[src/rtl/uart_rx_fifo_pkg.sv]
// uart_rx_fifo_pkg
//   Shared definitions for the UART receive path: byte width, the stored
//   entry width and the entry layout, with the framing-error flag in the MSB.
//   The UART receiver and transmitter blocks use the same definitions.
package uart_rx_fifo_pkg;

  localparam int UART_DATA_W  = 8;
  localparam int UART_ENTRY_W = UART_DATA_W + 1;

  // One stored FIFO entry: error flag in the MSB, data byte below it.
  typedef struct packed {
    logic                   error;
    logic [UART_DATA_W-1:0] data;
  } rx_entry_t;

endpackage : uart_rx_fifo_pkg

[src/rtl/uart_rx_fifo_if.sv]
// uart_rx_fifo_if
//   Handshake bundle around the receive FIFO.
//   Receiver side : rx_req / rx_ready / rx_data / rx_error
//                   (a byte transfers when rx_req & rx_ready)
//   Consumer side : rd_valid / rd_ready / rd_data / rd_error
//                   (first-word-fall-through, pop when rd_valid & rd_ready)
//   slave  modport : the FIFO itself.
//   master modport : the environment driving the receiver and consumer sides.
interface uart_rx_fifo_if;
  import uart_rx_fifo_pkg::*;

  logic                   rx_req;
  logic                   rx_ready;
  logic [UART_DATA_W-1:0] rx_data;
  logic                   rx_error;

  logic                   rd_valid;
  logic                   rd_ready;
  logic [UART_DATA_W-1:0] rd_data;
  logic                   rd_error;

  modport slave (
    input  rx_req, rx_data, rx_error, rd_ready,
    output rx_ready, rd_valid, rd_data, rd_error
  );

  modport master (
    output rx_req, rx_data, rx_error, rd_ready,
    input  rx_ready, rd_valid, rd_data, rd_error
  );

endinterface : uart_rx_fifo_if

[src/rtl/fifo_mem_2p.sv]
// fifo_mem_2p
//   DEPTH x WIDTH register array: one synchronous write port, one
//   asynchronous (combinational) read port. Suitable for FWFT FIFOs.
//   clk   : write clock
//   we    : write enable
//   waddr : write address
//   wdata : write data
//   raddr : read address
//   rdata : read data, combinational from raddr
module fifo_mem_2p #(
  parameter int DEPTH = 16,
  parameter int WIDTH = 9
) (
  input  logic                     clk,
  input  logic                     we,
  input  logic [$clog2(DEPTH)-1:0] waddr,
  input  logic [WIDTH-1:0]         wdata,
  input  logic [$clog2(DEPTH)-1:0] raddr,
  output logic [WIDTH-1:0]         rdata
);

  logic [WIDTH-1:0] mem [DEPTH];

  // NOTE: storage carries no reset; validity is tracked by the owner's
  // pointers, and leaving the array unreset lets it map to plain flops or RAM.
  always_ff @(posedge clk) begin
    if (we) mem[waddr] <= wdata;
  end

  assign rdata = mem[raddr];

endmodule : fifo_mem_2p

[src/rtl/uart_rx_fifo.sv]
// uart_rx_fifo
//   Receive buffer downstream of the UART receiver. Each received byte and
//   its framing-error flag go into a DEPTH-entry FWFT FIFO. The receiver is
//   never back-pressured; bytes arriving while full are dropped and counted.
//   clk         : system clock, posedge
//   reset_      : asynchronous active-low reset
//   bus         : receiver and consumer handshakes (slave modport)
//   level       : occupancy 0..DEPTH
//   overrun     : sticky, at least one byte dropped since last clear
//   drop_cnt    : saturating count of dropped bytes
//   clr_overrun : one-cycle pulse clearing overrun and drop_cnt
module uart_rx_fifo
  import uart_rx_fifo_pkg::*;
#(
  parameter int DEPTH = 16,
  parameter int CNT_W = 8
) (
  input  logic                   clk,
  input  logic                   reset_,
  uart_rx_fifo_if.slave          bus,
  output logic [$clog2(DEPTH):0] level,
  output logic                   overrun,
  output logic [CNT_W-1:0]       drop_cnt,
  input  logic                   clr_overrun
);

  localparam int AW    = $clog2(DEPTH);
  localparam int PTR_W = AW + 1;

  // Pointers differ only in the wrap bit exactly when the FIFO is full.
  localparam logic [PTR_W-1:0] FULL_XOR = {1'b1, {AW{1'b0}}};

  logic [PTR_W-1:0] wr_ptr;
  logic [PTR_W-1:0] rd_ptr;
  logic             rx_ready_q;

  logic      empty;
  logic      full;
  logic      push_evt;
  logic      pop;
  logic      push_ok;
  logic      drop;
  rx_entry_t wr_entry;
  rx_entry_t rd_entry;

  assign empty = (wr_ptr == rd_ptr);
  assign full  = ((wr_ptr ^ rd_ptr) == FULL_XOR);

  assign push_evt = bus.rx_req & rx_ready_q;
  assign pop      = bus.rd_valid & bus.rd_ready;
  // A pop in the same cycle frees the slot, so a full FIFO can still accept.
  assign push_ok  = push_evt & (~full | pop);
  assign drop     = push_evt & full & ~pop;

  assign wr_entry = '{error: bus.rx_error, data: bus.rx_data};

  fifo_mem_2p #(
    .DEPTH (DEPTH),
    .WIDTH (UART_ENTRY_W)
  ) u_mem (
    .clk   (clk),
    .we    (push_ok),
    .waddr (wr_ptr[AW-1:0]),
    .wdata (wr_entry),
    .raddr (rd_ptr[AW-1:0]),
    .rdata (rd_entry)
  );

  assign bus.rx_ready = rx_ready_q;
  assign bus.rd_valid = ~empty;
  assign bus.rd_data  = rd_entry.data;
  assign bus.rd_error = rd_entry.error;
  assign level        = wr_ptr - rd_ptr;

  // NOTE: sequential state uses non-blocking assignments so every register
  // samples the pre-edge values regardless of statement order.
  always_ff @(posedge clk or negedge reset_) begin
    if (!reset_) begin
      wr_ptr     <= '0;
      rd_ptr     <= '0;
      rx_ready_q <= 1'b0;
    end else begin
      rx_ready_q <= 1'b1;
      if (push_ok) wr_ptr <= wr_ptr + PTR_W'(1);
      if (pop)     rd_ptr <= rd_ptr + PTR_W'(1);
    end
  end

  // A drop coinciding with a clear restarts the count at one.
  always_ff @(posedge clk or negedge reset_) begin
    if (!reset_) begin
      overrun  <= 1'b0;
      drop_cnt <= '0;
    end else if (drop) begin
      overrun <= 1'b1;
      if (clr_overrun)     drop_cnt <= CNT_W'(1);
      else if (~&drop_cnt) drop_cnt <= drop_cnt + CNT_W'(1);
    end else if (clr_overrun) begin
      overrun  <= 1'b0;
      drop_cnt <= '0;
    end
  end

endmodule : uart_rx_fifo

[src/flat_wrapper.sv]
// flat-port wrapper written by rule: the top's interface ports become plain ports
module uart_rx_fifo_flat import uart_rx_fifo_pkg::*;
#(
  parameter int DEPTH = 16,
  parameter int CNT_W = 8
)
  (clk, reset_, level, overrun, drop_cnt, clr_overrun, bus_rx_req, bus_rx_data, bus_rx_error, bus_rd_ready, bus_rx_ready, bus_rd_valid, bus_rd_data, bus_rd_error);
  uart_rx_fifo_if bus_i ();
  input  logic clk;
  input  logic reset_;
  output logic [$clog2(DEPTH):0] level;
  output logic overrun;
  output logic [CNT_W-1:0] drop_cnt;
  input  logic clr_overrun;
  input wire logic [$bits(bus_i.rx_req)-1:0] bus_rx_req;
  input wire logic [$bits(bus_i.rx_data)-1:0] bus_rx_data;
  input wire logic [$bits(bus_i.rx_error)-1:0] bus_rx_error;
  input wire logic [$bits(bus_i.rd_ready)-1:0] bus_rd_ready;
  output wire logic [$bits(bus_i.rx_ready)-1:0] bus_rx_ready;
  output wire logic [$bits(bus_i.rd_valid)-1:0] bus_rd_valid;
  output wire logic [$bits(bus_i.rd_data)-1:0] bus_rd_data;
  output wire logic [$bits(bus_i.rd_error)-1:0] bus_rd_error;
  assign bus_i.rx_req = bus_rx_req;
  assign bus_i.rx_data = bus_rx_data;
  assign bus_i.rx_error = bus_rx_error;
  assign bus_i.rd_ready = bus_rd_ready;
  assign bus_rx_ready = bus_i.rx_ready;
  assign bus_rd_valid = bus_i.rd_valid;
  assign bus_rd_data = bus_i.rd_data;
  assign bus_rd_error = bus_i.rd_error;
  uart_rx_fifo #(.DEPTH(DEPTH), .CNT_W(CNT_W)) u_core (.clk(clk), .reset_(reset_), .bus(bus_i), .level(level), .overrun(overrun), .drop_cnt(drop_cnt), .clr_overrun(clr_overrun));
endmodule
[config.mk]
export PLATFORM = sky130hd
export DESIGN_NAME = uart_rx_fifo_flat
export DESIGN_NICKNAME = d
export VERILOG_FILES = /design/src/rtl/uart_rx_fifo_pkg.sv /design/src/rtl/uart_rx_fifo_if.sv /design/src/rtl/fifo_mem_2p.sv /design/src/rtl/uart_rx_fifo.sv /design/src/flat_wrapper.sv
export SDC_FILE = /design/constraint.sdc
export NUM_CORES = 1
export LEC_CHECK = 0
export ABC_CLOCK_PERIOD_IN_PS = 4400
export CAP_MARGIN = 15
export CORE_UTILIZATION = 25
export DETAILED_ROUTE_END_ITERATION = 10
export PLACE_DENSITY = 0.43
export SYNTH_ARGS = -nofsm -noshare
export SYNTH_HDL_FRONTEND = slang
export SYNTH_SLANG_ARGS = --single-unit
[constraint.sdc]
create_clock -name clk -period 4.4 [get_ports clk]
set_clock_uncertainty 0.05 [all_clocks]
set_input_delay 1.1 -clock clk [delete_from_list [all_inputs] [get_ports clk]]
set_output_delay 1.1 -clock clk [all_outputs]
set_load 0.05 [all_outputs]
=== Yosys cells after proc, flatten, opt, wreduce, memory -nomap -nowiden ===
Memories as Yosys holds them, arrays and structs flattened.
Cells that the tools add are included.

* Add/sub/neg operators: 4
* Multiply operators: 0
* Divide/modulo/power cells: 0
* Order comparisons: 0
* Equality and inequality tests: 3
* Shift operators: 0
* Muxes and demuxes: 8
* Bitwise gates (word level): 10
* Reductions and logical operators: 3

{| class="wikitable"
|+ Operator list
! operator !! number
|-
| $mux 8 || 4
|-
| $add 5x1->5 const B || 2
|-
| $add 8x1->8 const B || 1
|-
| $reduce_and 8->1 || 1
|-
| $and 1x1->1 || 5
|-
| $eq 5x5->1 || 1
|-
| $eq 5x5->1 const B || 1
|-
| $sub 5x5->5 || 1
|-
| $xor 5x5->5 || 1
|-
| $mux 1 || 4
|-
| $not 1->1 || 3
|-
| $ne 2x2->1 const B || 1
|-
| $reduce_and 2->1 || 1
|-
| $reduce_bool 2->1 || 1
|-
| $or 1x1->1 || 1
|}

* Flip-flop bits (word level): 20
* Latch bits: 0
* Memory bits (writable): 144
* Memory bits (read-only): 0
* Output and inout bits: 25
* Word-level logic and storage cells: 34
* Memories: 1

{| class="wikitable"
|+ Memory list
! memory !! words !! bits a word !! rd ports !! clocked after memory_dff !! write ports !! RTL line !! text
|-
| u_core.u_mem.mem || 16 || 9 || 1 || 0 || 1 || fifo_mem_2p.sv:22 || <nowiki>logic [WIDTH-1:0] mem [DEPTH];</nowiki>
|}

=== Longest topological paths before layout ===
Gate-level depths: netlist (run 1).

* Word-level depth: 7
* Depth in mapped cells: 10
* Depth with buffers taken out: 7

=== Modules after synthesis ===
From an unflattened synthesis (run 1), not the netlist that was laid out.

* Cells, all modules: 354
* Area total of the unflattened synthesis: 6722.7 um^2

{| class="wikitable"
|+ Modules (own cells, without submodules)
! module !! instances !! cells each !! area each (um^2) !! seq. area each (um^2)
|-
| fifo_mem_2p || 1 || 245 || 5600.4 || 4324.1
|-
| uart_rx_fifo || 1 || 109 || 1122.3 || 500.5
|}

=== Worst setup path before layout (run 1) ===
No wires, ideal clock.

* Path type: reg-to-output
* Start point: register u_core.rd_ptr[1]
* End point: output port level[3]
* Data arrival time: 2.453 ns
* Data required time: 3.250 ns
* Setup slack: 0.797 ns
* Cell stages (with the launch flop): 8
* Buffers on the path: 2
* Cell sequence: dfrtp_1 > clkbuf_1 > buf_1 > inv_1 > ha_1 > a21o_1 > a21oi_1 > xnor2_1

* Longest elaborated chain between the ends: 1

{| class="wikitable"
|+ Ends and longest elaborated chain
! element !! RTL line !! text
|-
| from (decl) || uart_rx_fifo.sv:34 || <nowiki>logic [PTR_W-1:0] rd_ptr;</nowiki>
|-
| from (signal assigned) || uart_rx_fifo.sv:85 || <nowiki>if (pop) rd_ptr <= rd_ptr + PTR_W'(1);</nowiki>
|-
| $sub 5x5->5 || uart_rx_fifo.sv:73 || <nowiki>assign level = wr_ptr - rd_ptr;</nowiki>
|-
| to (decl) || flat_wrapper.sv:11 || <nowiki>output logic [$clog2(DEPTH):0] level;</nowiki>
|}

Every way passes these cells.

=== Final worst setup path (run 1) ===
* Start point: register u_core.wr_ptr[0]
* End point: output port level[4]

* Longest elaborated chain between the ends: 1

{| class="wikitable"
|+ Ends and longest elaborated chain
! element !! RTL line !! text
|-
| from (decl) || uart_rx_fifo.sv:33 || <nowiki>logic [PTR_W-1:0] wr_ptr;</nowiki>
|-
| from (signal assigned) || uart_rx_fifo.sv:84 || <nowiki>if (push_ok) wr_ptr <= wr_ptr + PTR_W'(1);</nowiki>
|-
| $sub 5x5->5 || uart_rx_fifo.sv:73 ||
|}

Every way passes these cells.

==> results of run 1 <==
-- power by group --
group	internal (uW)	switching, uW	total, uW
Clock	921	660	1580
Sequential	1810	85.7	1900
Combinational	865	1380	2250
-- per-stage QoR --
step	std cells	setup WS [ns]	cell area, um^2
floorplan	360	0.7969	6650
global placement	726	0.8039	7472
detailed placement	726	0.8217	7472
CTS	758	0.3670	8104
global route	759	0.2729	8119
finish	759	0.4005	8119
-- metal layers --
metal | GRT usage | up-vias
met3 | 0.02947 | 6
met5 | 0 | -
met1 | 0.1669 | 1845
met2 | 0.1984 | 91
met4 | 0.04295 | 0
li1 | - | 1550
-- cell usage after synthesis, types with 5 or more instances --
cell and instances:
and2_1 11, nor2_1 7, nand2_1 16, ha_1 10, clkbuf_1 9, dfrtp_1 20, xnor2_1 11, inv_1 14
a22oi_1 19, edfxtp_1 144, and3_1 7, a21oi_1 7, o21ai_0 6, nand4_1 5, mux4_2 36, nand3_1 5
-- logic make-up (layout without fill, tap and decap cells) --
family          count (synthesis)  in the layout  synth area share
flops                         164            164            0.7255
simple gates                   63             63           0.05080
compound gates                 45             45           0.04704
mux                            36             36            0.1219
buf+inv                        28             92           0.01656
xor+xnor                       12             12           0.01580
fa+ha+maj                      11             11           0.02183
other cells                     1              1         0.0005639
-- path summary, 6_finish.rpt --
check | slack [ns] | cells past startpoint | from | endpoint
max | 0.40 | 8 | u_core.wr_ptr[0] | level[4]
min | 0.45 | 1 | u_core.rd_ptr[4] | u_core.rd_ptr[4]
max reg2reg | 1.65 | 6 | u_core.rd_ptr[2] | u_core.drop_cnt[5]
max in group asynchronous | 2.80 | 2 | reset_ | u_core.rd_ptr[1]
min reg2reg | 0.45 | 1 | u_core.rd_ptr[4] | u_core.rd_ptr[4]
min in group asynchronous | 1.00 | 1 | reset_ | u_core.drop_cnt[4]
-- state kept, by name, indices dropped and copies added (netlist names) --
name                 cells
u_core.wr_ptr            5
u_core.drop_cnt          8
u_core.bus.rx_ready      1
u_core.rd_ptr            5
u_core.overrun           1
u_core.u_mem.mem       144
-- placed cells by master (no fill, tap or decap), drive strengths merged, types with 8 or more instances in the layout --
cell type and n:
edfxtp 144, clkdlybuf4s50 38, mux4 36, inv 23, dfrtp 20, a22oi 19
clkbuf 17, nand2 16, xnor2 11, and2 11, ha 10, buf 8
-- layout make-up --
| class | instances | area (um^2) | area share |
|---|---|---|---|
| multi-input cells | 168 | 1715 | 0.2113 |
| flip-flops and latches | 164 | 4827 | 0.5945 |
| clock inverters | 15 | 206.4 | 0.02543 |
| well taps | 335 | 419.2 | 0.05163 |
| repair buffers | 46 | 473.0 | 0.05825 |
| clock buffers | 17 | 425.4 | 0.05240 |
| inverters | 14 | 52.55 | 0.006472 |
==> flow_summary.yaml, run 1 <==
timing:
  finalHoldViolCount: 0
  fin_crit_sh: 0.9090
  report.final.slew_viol_count: 0
  setup_viol: 0
  slew-limit-headroom: 0.5035
  setup_tns_ns: 0
  timing.fmax_ghz: 0.2500
  whs_ns: 0.4517
  rsz0062_at_grt: "false"
  worst_pin_slew_ns: 0.7448
  fin_crit_ns: 3.999
synthesis:
  syn_area_per_cell_um2: 18.47
  synth-seq-cells: 164
  yosysTopAreaCell: "edfxtp_1"
  ys.flop_type: "edfxtp_1"
  ys_seq_area_frac: 0.7255
  synth_area_leaders: "edfxtp_1 (65%), mux4_2 (12%), dfrtp_1 (7.5%)"
  netlist.area_leader.share: 0.6502
  syn_inst: 360
  syn_nets: 385
  synth-edff-count: 144
  yosysUniqueCellTypes: 37
  syn_area_um2: 6650
  yosys_warnings: 0
  synth_async_sr_flop_share: 0.1220
place:
  numPortBuffers: 38
  place_congestion: 0.7514
  dp_hpwl_mm: 9.525
floorplanning:
  start_util: 0.2552
  boundaryPins: 39
  core_area_um2: 26060
  die_h_um: 165.1
  die_w_um: 165.1
  dieArea_um2: 27260
  rows: 59
worst_setup_path:
  path_delay_family: "buffers and inverters"
  cp.arrival_ns: 2.85
  slowest_delay_ns: 0.83
  worstPathCellList: "inv_1 -> ha_1 -> fa_1 -> inv_1 -> a21o_1 -> a21oi_1 -> xnor2_1 -> clkdlybuf4s50_1"
  cp_max_fo: 4
  worst-path-buf-inv: 3
  cp_slowest_cell: "clkdlybuf4s50_1"
  cp-end-kind: "primary output"
  crit_type: "flop to primary output"
  crit_path_frequent_cell: "inv_1"
  cp-start-kind: "flop"
  required_ns: 3.25
grt:
  grt_pass1_vias: 3802
  grtUsageTotal: 0.1249
  overflow: 0
  grt_max_degree: 39
  antenna_found_initial: 0
  grt_pass1_wl_mm: 23.75
clock_tree:
  post_cts_buffers: 0
  cts_tree: "done"
  hold_buffers: 0
  cts_buffers: 17
  clockRootBuffer: "clkbuf_16"
  cts-resized-gates: 0
  htree_num_levels: 4
  clk_pin_slew_ns: 0.07
  clk_latency_ns: 0.42
  clockBufferDepth: 2
  clock-sinks: 164
layout:
  fin_util: 0.3116
  layout-drive-gt1-share: 0.1840
  diodes: 0
  finalNetCount: 436
  n_fill_cell: 2549
  area_delta_synth_final_pct: 22.09
routing:
  ant_nets: 0
  drt_iter0_drc: 252
  routedWlPerCell_um: 20.62
  routed_wl_mm: 15.65
  dr.pass1.iters: 4
  viasPerCell: 4.601
  m1WireLength_mm: 7.139
  wl_met3_um: 792
  top_layer_used: "met4"
  remaining_drc_errors: 0
  met2_length_mm: 7.563
  via_count: 3492
power_and_ir_drop:
  cellLeakagePower_uw: 0.002687
  powerDensity_nw_per_um2: 705.4
  p_total_uw: 5727
  vdd_drop_max_v: 0.001005
status:
  status: "finished clean"
min_path:
  min_path_type: "flop to flop"
job:
  maxCapViolCount: 0
Note: power is estimated with default switching activity, not from simulation.
==> run 2, diff against run 1 <==
- CORE_MARGIN: unset -> 1.5
- PLACE_DENSITY: 0.43 -> unset
==> run 2 against run 1 <==
Against the previous run: wire length decreased by 11%; utilization fell by 0.23 points; via count fell by 0.83%; worst setup slack got worse by 0.028 ns; register-to-register slack lost 0.19 ns; sequential cell count is the same; sequential power hardly changed; non-clock buffer count shrank 1; die area rose by 1.2%; largest cell class unchanged.
==> flow_summary.yaml, run 2 (synthesis gave the netlist of run 1 again) <==
layout:
  finalNetCount: 435
  design_area_um2: 8060
  final_cell_mix: "edfxtp_1 (144), mux4_2 (36), clkdlybuf4s50_1 (35)"
  reg.largest.list: "u_core.u_mem.mem: 144 flops, u_core.drop_cnt: 8 flops"
  largest_reg_flops: 144
  n_fill_cell: 2515
  regMostFlops: "u_core.u_mem.mem"
  multiInputGateArea_um2: 1715
  final_common_cell: "edfxtp_1"
  regArea_um2: 4826
  layout-drive-gt1-share: 0.1820
  area_delta_synth_final_pct: 21.20
grt:
  grt_pass1_vias: 3653
  antenna_found_initial: 1
  grt_pass1_wl_mm: 21.80
  grtUsageTotal: 0.1055
  grt_max_degree: 41
  overflow: 0
timing:
  report.final.slew_viol_count: 0
  setup_tns_ns: 0
  slew-limit-headroom: 0.3803
  finalHoldViolCount: 0
  fin_crit_ns: 4.028
  rsz0062_at_grt: "false"
  timing.fmax_ghz: 0.2483
  setup_viol: 0
  worst_pin_slew_ns: 0.9266
  fin_crit_sh: 0.9153
routing:
  ant_nets: 0
  remaining_drc_errors: 0
  routedWlPerCell_um: 18.35
  dr.pass1.iters: 5
  via_count: 3463
  drt_iter0_drc: 348
  routed_wl_mm: 13.93
  viasPerCell: 4.563
place:
  place_congestion: 0.7442
  place_area_um2: 7463
  dp_hpwl_mm: 8.902
  numPortBuffers: 38
clock_tree:
  clk_pin_slew_ns: 0.07
  clock-sinks: 164
  cts_buffers: 17
  hold_buffers: 0
  clk_latency_ns: 0.42
  htree_num_levels: 4
  cts_tree: "done"
  clockRootBuffer: "clkbuf_16"
  clockBufferDepth: 2
  cts-resized-gates: 0
  post_cts_buffers: 0
worst_setup_path:
  crit_type: "flop to primary output"
  worstReg2RegEnd: "u_core.u_mem.mem[4][6]"
  r2r_setup_slack_ns: 1.46
  cp-end-kind: "primary output"
  cp-start-kind: "flop"
  slowest_delay_ns: 0.72
  reg2regPathDepth: 7
  cp.arrival_ns: 2.88
  worstPathCellList: "buf_12 -> mux4_2 -> a22oi_1 -> nand2_1 -> clkdlybuf4s50_1"
  worst-path-buf-inv: 2
  cp_slowest_cell: "clkdlybuf4s50_1"
  path_delay_family: "buffers and inverters"
  cp_max_fo: 24
  required_ns: 3.25
  crit-reg2reg-launch: "u_core.rd_ptr[1]"
floorplanning:
  start_util: 0.2552
  dieArea_um2: 27590
  rows: 59
  die_h_um: 166.1
  core_area_um2: 26060
  boundaryPins: 39
  die_w_um: 166.1
min_path:
  holdPathStages: 1
  min_from: "u_core.wr_ptr[4]"
  hold_path_end: "u_core.wr_ptr[4]"
  min_path_type: "flop to flop"
power_and_ir_drop:
  powerDensity_nw_per_um2: 691.5
  vdd_drop_max_v: 0.001363
  p_total_uw: 5573
  cellLeakagePower_uw: 0.002656
job:
  maxCapViolCount: 0
status:
  status: "finished clean"
run 2: cell count changes in the layout (fill, tap and decap cells not counted), sizes merged:
cell / change
clkinv: -1
clkdlybuf4s50: -3
clkinvlp: +2
clkbuf: +1
inv: -1
bufinv: -1
diode: +1
buf: +2
run 2: layout make-up:
type                            count  area share
Tap cell                          335     0.05200
Multi-Input combinational cell    168      0.2128
Inverter                           14    0.006520
Sequential cell                   164      0.5987
Antenna cell                        1   0.0003105
Timing Repair Buffer               45     0.05588
Clock buffer                       18     0.05324
Clock inverter                     14     0.02049
run 2: how the worst max path moves through the flow:
stage / cells past startpoint / slack [ns] / end / startpoint
after global routing: 5 / 0.18 / bus_rd_data[5] / u_core.rd_ptr[0]
after detailed placement: 5 / 0.76 / bus_rd_data[5] / u_core.rd_ptr[0]
after CTS: 5 / 0.26 / bus_rd_data[5] / u_core.rd_ptr[0]
final: 5 / 0.37 / bus_rd_data[5] / u_core.rd_ptr[0]
after floorplan: 7 / 0.80 / level[3] / u_core.rd_ptr[1]
after global placement: 5 / 0.76 / bus_rd_data[5] / u_core.rd_ptr[0]
run 2: where the power goes:
group / internal, uW / total (uW) / switching [uW]
clock: 855 / 1490 / 636
sequential: 1810 / 1910 / 95.4
combinational: 851 / 2170 / 1320
total: 3520 / 5570 / 2050
run 2: metal layers:
layer  GRT usage  part of all wire  up-vias
li1            -                 -     1552
met1      0.1470              0.47     1808
met2      0.1601              0.47       94
met3     0.03313             0.057        9
met4     0.02585            0.0073        0
met5           0                 0        -
run 2: metrics by stage:
stage	std cells	worst slack, ns	hold slack (ns)	utilization
after floorplan	360	0.7969	0.4153	-
after global placement	726	0.7627	0.4407	0.2864
after detailed placement	726	0.7556	0.4371	0.2864
after CTS	758	0.2619	0.4488	0.3092
after global routing	758	0.1827	0.4601	0.3092
final	759	0.3725	0.4464	0.3093
